<file path="config.mk">
export PLATFORM = sky130hd
export DESIGN_NAME = rs_muldiv_array
export DESIGN_NICKNAME = d
export VERILOG_FILES = /design/src/rtl/rs_muldiv_array.sv
export SDC_FILE = /design/constraint.sdc
export NUM_CORES = 1
export LEC_CHECK = 0
export ABC_AREA = 1
export CAP_MARGIN = 20
export CORE_MARGIN = 2
export CORE_UTILIZATION = 36
export CTS_CLUSTER_DIAMETER = 200
export DETAILED_ROUTE_END_ITERATION = 16
export PLACE_DENSITY = 0.58
export SLEW_MARGIN = 15
export SYNTH_ARGS = -nofsm -noshare
export SYNTH_HDL_FRONTEND = slang
export SYNTH_SLANG_ARGS = --single-unit
</file>
<file path="constraint.sdc">
create_clock -name clk -period 2.7 [get_ports clk]
set_clock_uncertainty 0.2 [all_clocks]
set_input_delay 0.81 -clock clk [delete_from_list [all_inputs] [get_ports clk]]
set_output_delay 0.81 -clock clk [all_outputs]
set_load 0.03 [all_outputs]
</file>
<file path="src/rtl/rs_muldiv_array.sv">
// Multi-entry reservation station for the shared mul/div unit: it renames issues to per-entry tags, snoops the CDB and feeds an iterative latency model.
// Optional macro RS_AGE_PRIORITY_EN selects oldest-first dispatch through an age matrix; when undefined, dispatch is lowest-index-first.
module rs_muldiv_array #(
    parameter int DEPTH    = 4,
    parameter int DATA_W   = 32,
    parameter int TAG_W    = 4,
    parameter int TAG_BASE = 4,
    parameter int MUL_LAT  = 10,
    parameter int DIV_LAT  = 40
) (
    input  logic                       clk,
    input  logic                       rst_n,
    input  logic                       flush,
    input  logic                       issue_valid,
    output logic                       issue_ready,
    input  logic [2:0]                 issue_op,
    input  logic [DATA_W-1:0]          issue_vj,
    input  logic [DATA_W-1:0]          issue_vk,
    input  logic [TAG_W-1:0]           issue_qj,
    input  logic [TAG_W-1:0]           issue_qk,
    output logic [TAG_W-1:0]           issue_tag,
    input  logic                       cdb_valid,
    input  logic [TAG_W-1:0]           cdb_tag,
    input  logic [DATA_W-1:0]          cdb_data,
    output logic                       exe_valid,
    output logic [2:0]                 exe_op,
    output logic [DATA_W-1:0]          exe_vj,
    output logic [DATA_W-1:0]          exe_vk,
    output logic [TAG_W-1:0]           exe_tag,
    output logic                       done_valid,
    output logic [TAG_W-1:0]           done_tag,
    output logic [$clog2(DEPTH+1)-1:0] busy_count
);
    localparam int IDX_W   = (DEPTH > 1) ? $clog2(DEPTH) : 1;
    localparam int CNT_W   = $clog2(DEPTH + 1);
    localparam int MAX_LAT = (MUL_LAT > DIV_LAT) ? MUL_LAT : DIV_LAT;
    localparam int TMR_W   = ($clog2(MAX_LAT) > 6) ? $clog2(MAX_LAT) : 6;

    logic [DEPTH-1:0]  busy_q, disp_q;
    logic [2:0]        op_q [DEPTH];
    logic [DATA_W-1:0] vj_q [DEPTH];
    logic [DATA_W-1:0] vk_q [DEPTH];
    logic [TAG_W-1:0]  qj_q [DEPTH];
    logic [TAG_W-1:0]  qk_q [DEPTH];

    logic              exe_valid_q, exe_valid_d;
    logic [2:0]        exe_op_q, exe_op_d;
    logic [DATA_W-1:0] exe_vj_q, exe_vj_d, exe_vk_q, exe_vk_d;
    logic [TAG_W-1:0]  exe_tag_q, exe_tag_d;
    logic [TMR_W-1:0]  timer_q, timer_d;
    logic [IDX_W-1:0]  idx_q, idx_d;

    logic [DEPTH-1:0]  ready, sel;
    logic              free_any, disp_any, done, do_issue, do_disp;
    logic [IDX_W-1:0]  free_idx, disp_idx;
    logic              cap_j, cap_k;

    for (genvar gi = 0; gi < DEPTH; gi++) begin : g_ready
        assign ready[gi] = busy_q[gi] && !disp_q[gi] && (qj_q[gi] == '0) && (qk_q[gi] == '0);
    end

    always_comb begin
        free_any = 1'b0;
        free_idx = '0;
        for (int i = DEPTH - 1; i >= 0; i--) begin
            if (!busy_q[i]) begin
                free_any = 1'b1;
                free_idx = IDX_W'(i);
            end
        end
    end

`ifdef RS_AGE_PRIORITY_EN
    // age_q[j][i] = 1 means entry j was issued before entry i
    logic [DEPTH-1:0] age_q [DEPTH];

    always_comb begin
        for (int i = 0; i < DEPTH; i++) begin
            sel[i] = ready[i];
            for (int j = 0; j < DEPTH; j++) begin
                if (j != i && ready[j] && age_q[j][i]) sel[i] = 1'b0;
            end
        end
    end

    always_ff @(posedge clk or negedge rst_n) begin
        if (!rst_n) begin
            for (int i = 0; i < DEPTH; i++) age_q[i] <= '0;
        end else if (!flush) begin
            if (done) begin
                for (int j = 0; j < DEPTH; j++) begin
                    age_q[idx_q][j] <= 1'b0;
                    age_q[j][idx_q] <= 1'b0;
                end
            end
            if (do_issue) begin
                for (int j = 0; j < DEPTH; j++) begin
                    age_q[free_idx][j] <= 1'b0;
                    if (j != int'(free_idx)) age_q[j][free_idx] <= 1'b1;
                end
            end
        end
    end
`else
    assign sel = ready;
`endif

    always_comb begin
        disp_any = 1'b0;
        disp_idx = '0;
        for (int i = DEPTH - 1; i >= 0; i--) begin
            if (sel[i]) begin
                disp_any = 1'b1;
                disp_idx = IDX_W'(i);
            end
        end
    end

    assign done     = exe_valid_q && (timer_q == '0);
    assign do_issue = issue_valid && free_any && !flush;
    assign do_disp  = (!exe_valid_q || done) && disp_any && !flush;
    assign cap_j    = cdb_valid && (issue_qj != '0) && (issue_qj == cdb_tag);
    assign cap_k    = cdb_valid && (issue_qk != '0) && (issue_qk == cdb_tag);

    always_comb begin
        exe_valid_d = exe_valid_q;
        exe_op_d    = exe_op_q;
        exe_vj_d    = exe_vj_q;
        exe_vk_d    = exe_vk_q;
        exe_tag_d   = exe_tag_q;
        timer_d     = timer_q;
        idx_d       = idx_q;
        if (exe_valid_q && timer_q != '0) timer_d = timer_q - 1'b1;
        if (done) exe_valid_d = 1'b0;
        if (do_disp) begin
            exe_valid_d = 1'b1;
            exe_op_d    = op_q[disp_idx];
            exe_vj_d    = vj_q[disp_idx];
            exe_vk_d    = vk_q[disp_idx];
            exe_tag_d   = TAG_W'(TAG_BASE) + TAG_W'(disp_idx);
            idx_d       = disp_idx;
            timer_d     = (op_q[disp_idx] == 3'd2) ? TMR_W'(MUL_LAT - 1) : TMR_W'(DIV_LAT - 1);
        end
        if (flush) begin
            exe_valid_d = 1'b0;
            timer_d     = '0;
        end
    end

    always_ff @(posedge clk or negedge rst_n) begin
        if (!rst_n) begin
            exe_valid_q <= 1'b0;
            exe_op_q    <= '0;
            exe_vj_q    <= '0;
            exe_vk_q    <= '0;
            exe_tag_q   <= '0;
            timer_q     <= '0;
            idx_q       <= '0;
        end else begin
            exe_valid_q <= exe_valid_d;
            exe_op_q    <= exe_op_d;
            exe_vj_q    <= exe_vj_d;
            exe_vk_q    <= exe_vk_d;
            exe_tag_q   <= exe_tag_d;
            timer_q     <= timer_d;
            idx_q       <= idx_d;
        end
    end

    // Issue, snoop, dispatch and free always touch distinct entries in one cycle
    always_ff @(posedge clk or negedge rst_n) begin
        if (!rst_n) begin
            busy_q <= '0;
            disp_q <= '0;
            for (int i = 0; i < DEPTH; i++) begin
                op_q[i] <= '0;
                vj_q[i] <= '0;
                vk_q[i] <= '0;
                qj_q[i] <= '0;
                qk_q[i] <= '0;
            end
        end else if (flush) begin
            busy_q <= '0;
            disp_q <= '0;
        end else begin
            for (int i = 0; i < DEPTH; i++) begin
                if (busy_q[i] && cdb_valid && qj_q[i] != '0 && qj_q[i] == cdb_tag) begin
                    vj_q[i] <= cdb_data;
                    qj_q[i] <= '0;
                end
                if (busy_q[i] && cdb_valid && qk_q[i] != '0 && qk_q[i] == cdb_tag) begin
                    vk_q[i] <= cdb_data;
                    qk_q[i] <= '0;
                end
            end
            if (do_disp) disp_q[disp_idx] <= 1'b1;
            if (done) begin
                busy_q[idx_q] <= 1'b0;
                disp_q[idx_q] <= 1'b0;
            end
            if (do_issue) begin
                busy_q[free_idx] <= 1'b1;
                disp_q[free_idx] <= 1'b0;
                op_q[free_idx]   <= issue_op;
                vj_q[free_idx]   <= cap_j ? cdb_data : issue_vj;
                vk_q[free_idx]   <= cap_k ? cdb_data : issue_vk;
                qj_q[free_idx]   <= cap_j ? '0 : issue_qj;
                qk_q[free_idx]   <= cap_k ? '0 : issue_qk;
            end
        end
    end

    always_comb begin
        busy_count = '0;
        for (int i = 0; i < DEPTH; i++) busy_count = busy_count + CNT_W'(busy_q[i]);
    end

    assign issue_ready = free_any;
    assign issue_tag   = TAG_W'(TAG_BASE) + TAG_W'(free_idx);
    assign exe_valid   = exe_valid_q;
    assign exe_op      = exe_op_q;
    assign exe_vj      = exe_vj_q;
    assign exe_vk      = exe_vk_q;
    assign exe_tag     = exe_tag_q;
    assign done_valid  = done && !flush;
    assign done_tag    = done_valid ? exe_tag_q : '0;
endmodule

</file>
==> flow_summary.json <==
{
  "ant_nets": 0,
  "post-route-period-util_pct": 116,
  "wl_um": 91000,
  "p_seq_share_pct": 39.0,
  "grt_usage_pct": 28.4,
  "root_buffer": "clkbuf_16",
  "dr_total_vias": 23200,
  "internal_power_mw": 13.6,
  "p_leak_nw": 13.2,
  "drt-wirelength-per-cell_um": 22.7,
  "htree_levels": 2,
  "dieWidth_um": 252,
  "cts_sinks": 385,
  "p_total_mw": 20.6,
  "pwr-share-comb_pct": 28.6,
  "clkPwrFrac_pct": 32.4,
  "netlist_instances": 2904,
  "numCtsBuffers": 46,
  "ir_drop_mv": 0.467,
  "setup_viol": 7,
  "finalHoldWorstSlack_ps": 277,
  "dr.first_iter.drc_count": 3020,
  "avgSynthCellArea_um2": 7.60,
  "grt_max_degree": 136,
  "nNetsFinal": 3305,
  "port_buffers": 196,
  "grt_pass1_vias": 22300,
  "coreArea_mm2": 0.0605,
  "outcome": "complete, but fails checks",
  "cts_buffer_depth": 3,
  "fin_setup_tns_ps": -2430,
  "setup_ws_ps": -425,
  "initial_utilization_pct": 36.5,
  "gp_congestion": 0.903,
  "violations": "negative setup slack",
  "rr_worst_depth": 17,
  "crit_arrival_ps": 2110,
  "place_inst": 3896,
  "grt_overflow": 0,
  "yosys_warnings": 0,
  "top_level_ports": 201,
  "antenna_found_initial": 0,
  "die_y_um": 252,
  "p_switching_mw": 7.02,
  "slew_headroom_pct": 55.3,
  "drv_cap": 0,
  "syn_area_mm2": 0.0221,
  "synthDistinctLibCells": 42,
  "swShare_pct": 34.1,
  "rsz0062_at_grt": "true",
  "setup.worst_path.start_class": "flip-flop",
  "area_growth_pct": 29.8,
  "critical_path_required_ps": 1690,
  "via_per_inst": 5.78,
  "dr.pass1.iters": 6,
  "worst_slew_pin_slew_ps": 670,
  "min_delay_path_depth": 2,
  "worstSetupEndpointType": "output port",
  "die_area_mm2": 0.0633,
  "crit_path_max_fanout": 2,
  "rows": 90,
  "finalMaxSlewViolations": 0,
  "max_freq_mhz": 320,
  "drcViolationCount": 0,
  "ys_ff_latch": 385,
  "powerDensity_mw_per_mm2": 718,
  "grt_pass1_wl_um": 138000,
  "yosysSeqAreaShare_pct": 43.7,
  "final_cells": 4006,
  "hp-class": "flip-flop to flip-flop",
  "dp_hpwl_um": 61000,
  "critical_path_class": "flip-flop to output port",
  "timing.final.crit_period_ps": 3120,
  "clk_latency_ps": 600,
  "clk_pin_slew_worst_paths_ps": 60,
  "timing.final.hold_violations": 0,
  "cts_tree": "yes",
  "layout-drive-gt1-share_pct": 13.7
}
==> through the flow <==
| step | area, um2 | util, % | worst slack [ps] |
|---|---|---|---|
| floorplan | 22100 | - | 18.7 |
| detailed placement | 26600 | 44.0 | -492 |
| finish | 28600 | 47.4 | -425 |
| global placement | 26600 | 44.0 | -460 |
| CTS | 28500 | 47.1 | -450 |
| global route | 28600 | 47.4 | -468 |
==> path summary, 6_finish.rpt <==
check	startpoint	slack (ps)	endpoint
worst min-delay path	vk_q[107]	280	vk_q[107]
worst max register to register	timer_q[1]	90	busy_q[0]
worst min register to register	vk_q[107]	280	vk_q[107]
max in group asynchronous	rst_n	1020	vk_q[52]
worst max-delay path	busy_q[0]	-420	busy_count[1]
min in group asynchronous	rst_n	570	vj_q[31]
==> metal layers <==
metal / share of wire, % / wire (um) / track usage [%]
met3: 11 / 9640 / 6.45
met2: 43 / 39500 / 42.2
met1: 43 / 38800 / 40.2
met5: 0 / 0 / 0
met4: 3.4 / 3060 / 10.8
==> final cells by class <==
class | instances | area (um2)
Clock buffer | 71 | 1390
Clock inverter | 15 | 228
Timing Repair Buffer | 450 | 4720
Multi-Input combinational cell | 1973 | 10400
Inverter | 329 | 1250
Fill cell | 5689 | 31800
Antenna cell | 1 | 2.50
Sequential cell | 385 | 9640
Tap cell | 782 | 978
==> critical path, stage by stage, from the launching register on <==
cell	delay, ps
dfrtp_1	360
inv_2	50
fa_1	540
inv_2	50
ha_4	150
ha_4	260
buf_6	120
==> flip-flops by register name (all words and copies together) (netlist names) <==
signal	count
exe_op	3
exe_vk	32
exe_vj	32
idx_q	1
vj_q	128
busy_q	4
qk_q	16
op_q	12
vk_q	128
disp_q	4
qj_q	16
exe_valid	1
exe_tag	2
timer_q	6
==> kinds of logic after synthesis <==
logic type / count (synthesis) / synth area share [%]
adder cells (fa/ha/maj): 4 / 0.261
AO/OA/AOI/OAI: 929 / 26.5
flip-flops: 385 / 43.7
other: 2 / 0.0340
AND/OR/NAND/NOR: 1027 / 19.0
XOR/XNOR: 9 / 0.357
buffers and inverters: 548 / 10.2
==> synthesized netlist by cell type (all sizes together) <==
cell	count	share of area (%)
a211oi	3	0.12
a21oi	210	5.0
a221oi	6	0.24
a22oi	11	0.37
a31oi	3	0.085
buf	119	2.9
clkbuf	100	1.7
clkinv	2	0.034
conb	2	0.034
dfrtp	385	44
fa	1	0.091
ha	3	0.17
inv	327	5.6
nand2	736	13
nand3	164	3.8
nand4	4	0.11
nor2	105	2.0
nor3	11	0.25
nor4	6	0.17
o2111ai	2	0.079
o211ai	153	5.2
o21ai	302	6.8
o221ai	111	4.4
o22a	38	1.5
o22ai	88	2.5
o31ai	2	0.068
or2	1	0.028
xnor2	1	0.040
xor2	8	0.32
==> power groups by stage <==
stage | registers [mW] | clock network (mW) | logic (mW)
after floorplan | 8.61 | 0 | 2.87
after global placement | 8.05 | 0 | 5.70
after detailed placement | 8.09 | 0 | 5.86
after CTS | 8.00 | 6.76 | 5.83
after global routing | 8.17 | 6.99 | 6.45
final | 8.02 | 6.68 | 5.88
==> layout by cell type, fill, tap and decap left out, drive strengths merged, types with 38 or more instances in the layout <==
cell type      instances
a21oi                210
buf                  265
clkbuf                71
clkdlybuf4s50        150
dfrtp                385
inv                  325
nand2                736
nand3                164
nor2                 105
o211ai               153
o21ai                302
o221ai               111
o22a                  38
o22ai                 88
==> timing repair <==
item | in CTS | in global routing
setup buffers | 16 | 10
gates resized for setup | 87 | 49
endpoints found under the setup margin | 40 | 74
hold buffers | 1 | 0
hold endpoints to repair | 31 | 0
cloned | 0 | 0
pin swaps | 10 | 11
(Power assumes the default switching activity.)
